==> config.mk <==
export PLATFORM = sky130hd
export DESIGN_NAME = excp_commit_ctrl
export DESIGN_NICKNAME = d
export VERILOG_FILES = /design/src/rtl/excp_pkg.sv /design/src/rtl/excp_slot_pick.sv /design/src/rtl/excp_commit_ctrl.sv
export SDC_FILE = /design/constraint.sdc
export NUM_CORES = 1
export LEC_CHECK = 0
export ABC_CLOCK_PERIOD_IN_PS = 5950
export BUFFER_PORTS_ARGS = -buffer_cell sky130_fd_sc_hd__buf_2
export CELL_PAD_IN_SITES_DETAIL_PLACEMENT = 1
export CELL_PAD_IN_SITES_GLOBAL_PLACEMENT = 2
export CORE_MARGIN = 1.5
export CORE_UTILIZATION = 22
export CTS_BUF_LIST = sky130_fd_sc_hd__clkbuf_16
export DETAILED_ROUTE_END_ITERATION = 12
export MAX_ROUTING_LAYER = met4
export PLACE_DENSITY = 0.85
export RECOVER_POWER = 25
export SYNTH_ARGS = -nofsm -noshare
export SYNTH_HDL_FRONTEND = slang
export SYNTH_SLANG_ARGS = --single-unit
==> constraint.sdc <==
create_clock -name clk -period 5.95 [get_ports clk]
set_input_delay 1.19 -clock clk [delete_from_list [all_inputs] [get_ports clk]]
set_output_delay 1.19 -clock clk [all_outputs]
set_load 0.05 [all_outputs]
==> src/rtl/excp_pkg.sv <==
// Shared types for the commit-stage exception sequencer: ExcCodes, FSM states,
// event kinds and the CP0 command bundle.
package excp_pkg;

    localparam logic [4:0] EXC_INT  = 5'd0;
    localparam logic [4:0] EXC_ADEL = 5'd4;
    localparam logic [4:0] EXC_ADES = 5'd5;
    localparam logic [4:0] EXC_SYS  = 5'd8;
    localparam logic [4:0] EXC_BP   = 5'd9;
    localparam logic [4:0] EXC_RI   = 5'd10;
    localparam logic [4:0] EXC_OV   = 5'd12;

    typedef enum logic [1:0] {ST_IDLE, ST_INT_WAIT, ST_FLUSH} excp_state_t;

    typedef enum logic [1:0] {EV_NONE, EV_INT, EV_EXC, EV_ERET} excp_event_t;

    typedef struct packed {
        logic        we;
        logic [4:0]  exccode;
        logic [31:0] epc;
        logic        bd;
        logic        badv_we;
        logic [31:0] badv;
        logic        eret;
    } excp_cmd_t;

endpackage

==> src/rtl/excp_slot_pick.sv <==
// Age-ordered event picker for the two commit slots: an interrupt binds to the
// oldest valid slot, otherwise the oldest exception/ERET wins.
module excp_slot_pick
    import excp_pkg::*;
(
    input  logic [1:0]  i_valid,
    input  logic [1:0]  i_exc,
    input  logic [1:0]  i_eret,
    input  logic        i_int_pending,
    output excp_event_t o_kind,
    output logic        o_slot,
    output logic [1:0]  o_kill
);

    logic [1:0] w_exc;
    logic [1:0] w_eret;

    assign w_exc  = i_valid & i_exc;
    assign w_eret = i_valid & i_eret;

    always_comb begin
        o_kind = EV_NONE;
        o_slot = 1'b0;
        if (i_int_pending && i_valid[0]) begin
            o_kind = EV_INT;
        end else if (i_int_pending && i_valid[1]) begin
            o_kind = EV_INT;
            o_slot = 1'b1;
        end else if (w_exc[0]) begin
            o_kind = EV_EXC;
        end else if (w_eret[0]) begin
            o_kind = EV_ERET;
        end else if (w_exc[1]) begin
            o_kind = EV_EXC;
            o_slot = 1'b1;
        end else if (w_eret[1]) begin
            o_kind = EV_ERET;
            o_slot = 1'b1;
        end
    end

    // The chosen slot and every younger valid slot are squashed.
    assign o_kill = (o_kind == EV_NONE) ? 2'b00 :
                    (o_slot ? {i_valid[1], 1'b0} : i_valid);

endmodule

==> src/rtl/excp_commit_ctrl.sv <==
// Commit-stage exception/interrupt sequencer: issues one CP0 command per event,
// then a registered flush/redirect. Optional counters under EXCP_CTRL_PERF_EN.
module excp_commit_ctrl
    import excp_pkg::*;
#(
    parameter logic [31:0] EXC_VEC   = 32'hBFC0_0380,
    parameter int          DEFER_MAX = 8
) (
    input  logic        clk,
    input  logic        reset,
    input  logic [1:0]  commit_valid,
    input  logic [63:0] commit_pc,
    input  logic [1:0]  commit_in_ds,
    input  logic [1:0]  commit_exc,
    input  logic [9:0]  commit_exccode,
    input  logic [1:0]  commit_badv_we,
    input  logic [63:0] commit_badv,
    input  logic [1:0]  commit_eret,
    input  logic        int_pending,
    input  logic        cp0_exl,
    input  logic [31:0] cp0_epc,
    output logic [1:0]  commit_kill,
    output logic        cp0_excp_we,
    output logic [4:0]  cp0_exccode,
    output logic [31:0] cp0_epc_wd,
    output logic        cp0_bd,
    output logic        cp0_badv_we,
    output logic [31:0] cp0_badv_wd,
    output logic        cp0_eret,
    output logic        flush,
    output logic        redirect_valid,
    output logic [31:0] redirect_pc
`ifdef EXCP_CTRL_PERF_EN
    ,
    output logic [31:0] perf_exc_cnt,
    output logic [31:0] perf_int_cnt,
    output logic [31:0] perf_defer_cnt
`endif
);

    localparam int          CNT_W    = $clog2(DEFER_MAX) + 1;
    localparam logic [31:0] RESET_PC = 32'hBFC0_0000;

    excp_state_t      r_state;
    excp_state_t      w_next_state;
    logic [CNT_W-1:0] r_defer_cnt;
    logic [31:0]      r_last_pc;
    logic             r_flush;
    logic             r_redirect_valid;
    logic [31:0]      r_redirect_pc;

    excp_event_t w_pick_kind;
    logic        w_pick_slot;
    logic [1:0]  w_pick_kill;
    logic        w_take_defer;
    logic        w_event;
    excp_cmd_t   w_cmd;
    logic [1:0]  w_kill;
    logic [1:0]  w_retire;
    logic [31:0] w_slot_pc;
    logic [31:0] w_slot_badv;
    logic [4:0]  w_slot_code;
    logic        w_slot_ds;
    logic        w_slot_badv_we;
    logic        w_unused_exl;

    // EXL only changes how CP0 treats EPC; the sequencing is identical.
    assign w_unused_exl = cp0_exl;

    excp_slot_pick u_pick (
        .i_valid       (commit_valid),
        .i_exc         (commit_exc),
        .i_eret        (commit_eret),
        .i_int_pending (int_pending),
        .o_kind        (w_pick_kind),
        .o_slot        (w_pick_slot),
        .o_kill        (w_pick_kill)
    );

    assign w_slot_pc      = w_pick_slot ? commit_pc[63:32]     : commit_pc[31:0];
    assign w_slot_badv    = w_pick_slot ? commit_badv[63:32]   : commit_badv[31:0];
    assign w_slot_code    = w_pick_slot ? commit_exccode[9:5]  : commit_exccode[4:0];
    assign w_slot_ds      = w_pick_slot ? commit_in_ds[1]      : commit_in_ds[0];
    assign w_slot_badv_we = w_pick_slot ? commit_badv_we[1]    : commit_badv_we[0];

    assign w_take_defer = (r_state == ST_INT_WAIT) && int_pending &&
                          (w_pick_kind == EV_NONE) &&
                          (r_defer_cnt == CNT_W'(DEFER_MAX - 1));

    always_comb begin
        w_next_state = r_state;
        w_cmd        = '0;
        w_kill       = 2'b00;
        w_event      = 1'b0;
        if (!reset) begin
            case (r_state)
                ST_FLUSH: begin
                    w_kill       = 2'b11;
                    w_next_state = ST_IDLE;
                end
                default: begin
                    if (w_pick_kind != EV_NONE) begin
                        w_event      = 1'b1;
                        w_kill       = w_pick_kill;
                        w_next_state = ST_FLUSH;
                        if (w_pick_kind == EV_ERET) begin
                            w_cmd.eret = 1'b1;
                        end else begin
                            w_cmd.we      = 1'b1;
                            w_cmd.exccode = (w_pick_kind == EV_INT) ? EXC_INT : w_slot_code;
                            w_cmd.epc     = w_slot_ds ? w_slot_pc - 32'd4 : w_slot_pc;
                            w_cmd.bd      = w_slot_ds;
                            if (w_pick_kind == EV_EXC) begin
                                w_cmd.badv_we = w_slot_badv_we;
                                w_cmd.badv    = w_slot_badv;
                            end
                        end
                    end else if (w_take_defer) begin
                        // Nothing committed in time: resume after the last retired PC.
                        w_event       = 1'b1;
                        w_cmd.we      = 1'b1;
                        w_cmd.exccode = EXC_INT;
                        w_cmd.epc     = r_last_pc + 32'd4;
                        w_next_state  = ST_FLUSH;
                    end else if (int_pending) begin
                        w_next_state = ST_INT_WAIT;
                    end else begin
                        w_next_state = ST_IDLE;
                    end
                end
            endcase
        end
    end

    assign w_retire = (r_state == ST_FLUSH) ? 2'b00 : (commit_valid & ~w_kill);

    always_ff @(posedge clk) begin
        if (reset) begin
            r_state          <= ST_IDLE;
            r_defer_cnt      <= '0;
            r_last_pc        <= RESET_PC;
            r_flush          <= 1'b0;
            r_redirect_valid <= 1'b0;
            r_redirect_pc    <= 32'd0;
        end else begin
            r_state          <= w_next_state;
            r_defer_cnt      <= (r_state == ST_INT_WAIT && w_next_state == ST_INT_WAIT) ?
                                r_defer_cnt + CNT_W'(1) : '0;
            r_flush          <= w_event;
            r_redirect_valid <= w_event;
            if (w_event) begin
                r_redirect_pc <= w_cmd.eret ? cp0_epc : EXC_VEC;
            end
            if (w_retire[1]) begin
                r_last_pc <= commit_pc[63:32];
            end else if (w_retire[0]) begin
                r_last_pc <= commit_pc[31:0];
            end
        end
    end

    assign commit_kill    = w_kill;
    assign cp0_excp_we    = w_cmd.we;
    assign cp0_exccode    = w_cmd.exccode;
    assign cp0_epc_wd     = w_cmd.epc;
    assign cp0_bd         = w_cmd.bd;
    assign cp0_badv_we    = w_cmd.badv_we;
    assign cp0_badv_wd    = w_cmd.badv;
    assign cp0_eret       = w_cmd.eret;
    assign flush          = r_flush;
    assign redirect_valid = r_redirect_valid;
    assign redirect_pc    = r_redirect_pc;

`ifdef EXCP_CTRL_PERF_EN
    logic [31:0] r_perf_exc;
    logic [31:0] r_perf_int;
    logic [31:0] r_perf_defer;
    logic        w_cnt_exc;
    logic        w_cnt_int;

    assign w_cnt_exc = w_event && (w_pick_kind == EV_EXC);
    assign w_cnt_int = w_cmd.we && !w_cnt_exc;

    // Saturating counters; the deferred count is a subset of the INT count.
    always_ff @(posedge clk) begin
        if (reset) begin
            r_perf_exc   <= 32'd0;
            r_perf_int   <= 32'd0;
            r_perf_defer <= 32'd0;
        end else begin
            if (w_cnt_exc && r_perf_exc != '1) begin
                r_perf_exc <= r_perf_exc + 32'd1;
            end
            if (w_cnt_int && r_perf_int != '1) begin
                r_perf_int <= r_perf_int + 32'd1;
            end
            if (w_take_defer && r_perf_defer != '1) begin
                r_perf_defer <= r_perf_defer + 32'd1;
            end
        end
    end

    assign perf_exc_cnt   = r_perf_exc;
    assign perf_int_cnt   = r_perf_int;
    assign perf_defer_cnt = r_perf_defer;
`endif

endmodule

==> flow_summary.yaml <==
logic_synthesis:
  synth-edff-count: 0
  syn_inst: 839
  synth_top_area_cell: "dfxtp_1"
  yosysSeqAreaShare_pct: 23.8
  synthTopCellsByCount: "122 x nand2_1, 98 x nor2_1, 77 x a21oi_1, 71 x dfxtp_1, 46 x xnor2_1"
  syn_area_um2: 5980
  post-synth-top-count-cell: "nand2_1"
  synth_top_area_share_pct: 23.8
  avgSynthCellArea_um2: 7.13
  yosysUniqueCellTypes: 68
  ys_ff_latch: 71
  synthArstFlopShare_pct: 0
  syn-num-nets: 1026
  yosys_warnings: 0
  synth_ff_type: "dfxtp_1"
  synth_area_leaders: "dfxtp_1 24%, nand2_1 7.7%, xnor2_1 6.7%"
worst_setup_path:
  worstSetupPathType: "in -> out"
  cp_slowest_cell: "or4_4"
  end_kind: "output port"
  crit_top_cell: "buf_2"
  r2r_start: "r_state[1]$_SDFF_PP0_"
  worstPathArrival_ps: 4460
  critPathLaunchType: "input pin"
  startpoint: "commit_eret[1]"
  worstPathMaxFanout: 7
  crit_family: "simple AND/OR/NAND/NOR gates"
  slowest_delay_ps: 520
  cp.buffers_inverters: 3
  crit_chain: "buf_2, or2_1, o2111ai_4, mux2i_1, ha_1, nor4bb_1, buf_4, nand3_1, or4_4, o31ai_4, mux2_4, a21oi_4, buf_2"
  cp_data_required_time_ps: 4760
clocking:
  path_clk_slew_ps: 70
  cts_made_buffers: 9
  cts_root_buf: "clkbuf_16"
  cts_setup_buffers: 0
  clock-sinks: 71
  clock_latency_ps: 340
  cts_hold_buf: 0
  cts_buffer_depth: 2
  cts-resized-gates: 0
  tritoncts: "yes"
  h-tree-depth: 3
timing:
  setup_ws_ps: 304
  tightest_slew_ps: 1090
  min_period_ps: 5650
  fin_crit_sh_pct: 94.9
  rsz0062_at_grt: "no"
  finalSetupTns_ps: 0
  hold_violations: 0
  maxSlewHeadroom_pct: 27.3
  setup_viol: 0
  clock_skew_ps: 9.76
  fmax_ghz: 0.177
  slew_viol_final: 0
final_layout:
  nFillCells: 3441
  fin_util_pct: 30.1
  multi_input_area_um2: 4240
  regArea_um2: 1420
  nets: 1295
  stdcell_count: 1457
  drive_above_1_share_pct: 28.7
  syn_to_final_growth_pct: 35.1
route:
  drtAntennaViolNets: 0
  drt_first_pass_iters: 8
  wirelength_mm: 28.5
  avgRoutedWirePerCell_um: 19.5
  drt_iter0_drc: 593
  vias_per_cell: 5.11
  drc: 0
  num_vias: 7447
floorplan:
  std_cell_rows: 60
  initial_core_util_pct: 22.3
  core_area_um2: 26800
  dieArea_um2: 28200
  fp.dieW_um: 168
  die_h_um: 168
  ios: 293
outcome:
  status: "finished clean"
worst_hold_path:
  hp-start: "r_last_pc[0]$_SDFFE_PP0P_"
  hold_path_class: "reg -> reg"
power:
  ir_drop_mv: 0.130
  p_sw_share_pct: 40.9
  p_comb_share_pct: 35.5
  p_seq_share_pct: 32.3
  clockPowerShare_pct: 32.1
  intPower_uw: 982
  p_switching_uw: 680
  p_leak_uw: 0.00361
  power.density_nw_per_um2: 206
  fin_total_pwr_uw: 1660
place:
  pre_cts_ws_ps: 328
  placedCellCount: 1438
  dp_hpwl_mm: 22.4
  port_buffers: 291
  globalplace.congestion: 0.874
grt:
  first_global_vias: 7412
  grt_start_max_net_pins: 75
  grt_usage_pct: 20.1
  overflow: 0
  grt_antenna_before_repair: 3
  grt_pass1_wl_mm: 42.9
run:
  cap_violations: 0
==> cell type report <==
type,instances,share of cell area [%]
multi-input combinational,681,52.4
timing repair buffer,314,19.5
sequential,71,17.6
tap,341,5.28
clock buffer,9,2.79
inverter,31,1.44
clock inverter,7,0.821
antenna,3,0.0929
==> state kept, by name, summed over array words and instances, names as in the netlist <==
| register | count |
|---|---|
| r_state | 2 |
| r_last_pc | 32 |
| r_defer_cnt | 4 |
| redirect_valid | 1 |
| redirect_pc | 32 |
==> kinds of logic (layout without fill, tap and decap cells) <==
| kind of cell | Yosys count | in the layout | synth area share (%) |
|---|---|---|---|
| adders and majority gates | 10 | 10 | 1.80 |
| buffers and inverters | 87 | 361 | 6.11 |
| other | 0 | 3 | 0 |
| DFF | 71 | 71 | 23.8 |
| muxes | 33 | 33 | 5.67 |
| AOI/OAI and AO/OA | 181 | 181 | 20.5 |
| and+or+nand+nor | 384 | 384 | 31.5 |
| xor gates and xnor gates | 73 | 73 | 10.7 |
==> routing by layer <==
metal  vias to the layer above  global-route usage, %  wire, µm
met5                         -                      -         0
met4                         0                   5.37       526
met3                        20                   3.67      1820
met2                       278                   35.1     14000
met1                      3576                   23.7     12100
li1                       3573                      -         -
==> final timing paths <==
kind | slack (ps) | cells past startpoint | endpoint
worst min register to register | 450 | 2 | r_last_pc[0]$_SDFFE_PP0P_
worst max register to register | 3260 | 8 | redirect_pc[21]$_SDFFE_PP0P_
worst min-delay path | 450 | 2 | r_last_pc[0]$_SDFFE_PP0P_
worst max-delay path | 300 | 13 | cp0_epc_wd[30]
==> power groups by stage <==
stage	clock [µW]	combinational, µW	sequential (µW)
floorplan	0	341	581
global placement	0	590	545
detailed placement	0	595	547
CTS	549	598	536
global route	566	633	541
finish	534	590	537
==> cells in the final DEF (no fill, tap or decap), types with 21 or more instances in the layout <==
master / count
buf_2: 256
nand2_1: 122
nor2_1: 99
a21oi_1: 76
dfxtp_1: 71
xnor2_1: 46
nor3_1: 38
clkbuf_1: 37
inv_1: 30
nand3_1: 30
mux2i_1: 29
xor2_1: 27
a22oi_1: 27
a222oi_1: 21
buf_4: 21
==> worst reg2reg max path: cells and delay by family, from the launching register on <==
kind | cells | cell delay (ps)
DFF | 1 | 340
AOI/OAI and AO/OA | 2 | 300
buffers and inverters | 2 | 1050
and+or+nand+nor | 4 | 940
==> stage by stage <==
step	hold slack (ps)	area, µm²
2_1_floorplan	416	6010
3_3_place_gp	427	7840
3_5_place_dp	449	7840
4_1_cts	459	8130
5_1_grt	467	8080
6_report	449	8080
Power figures use the tool's default switching activity.
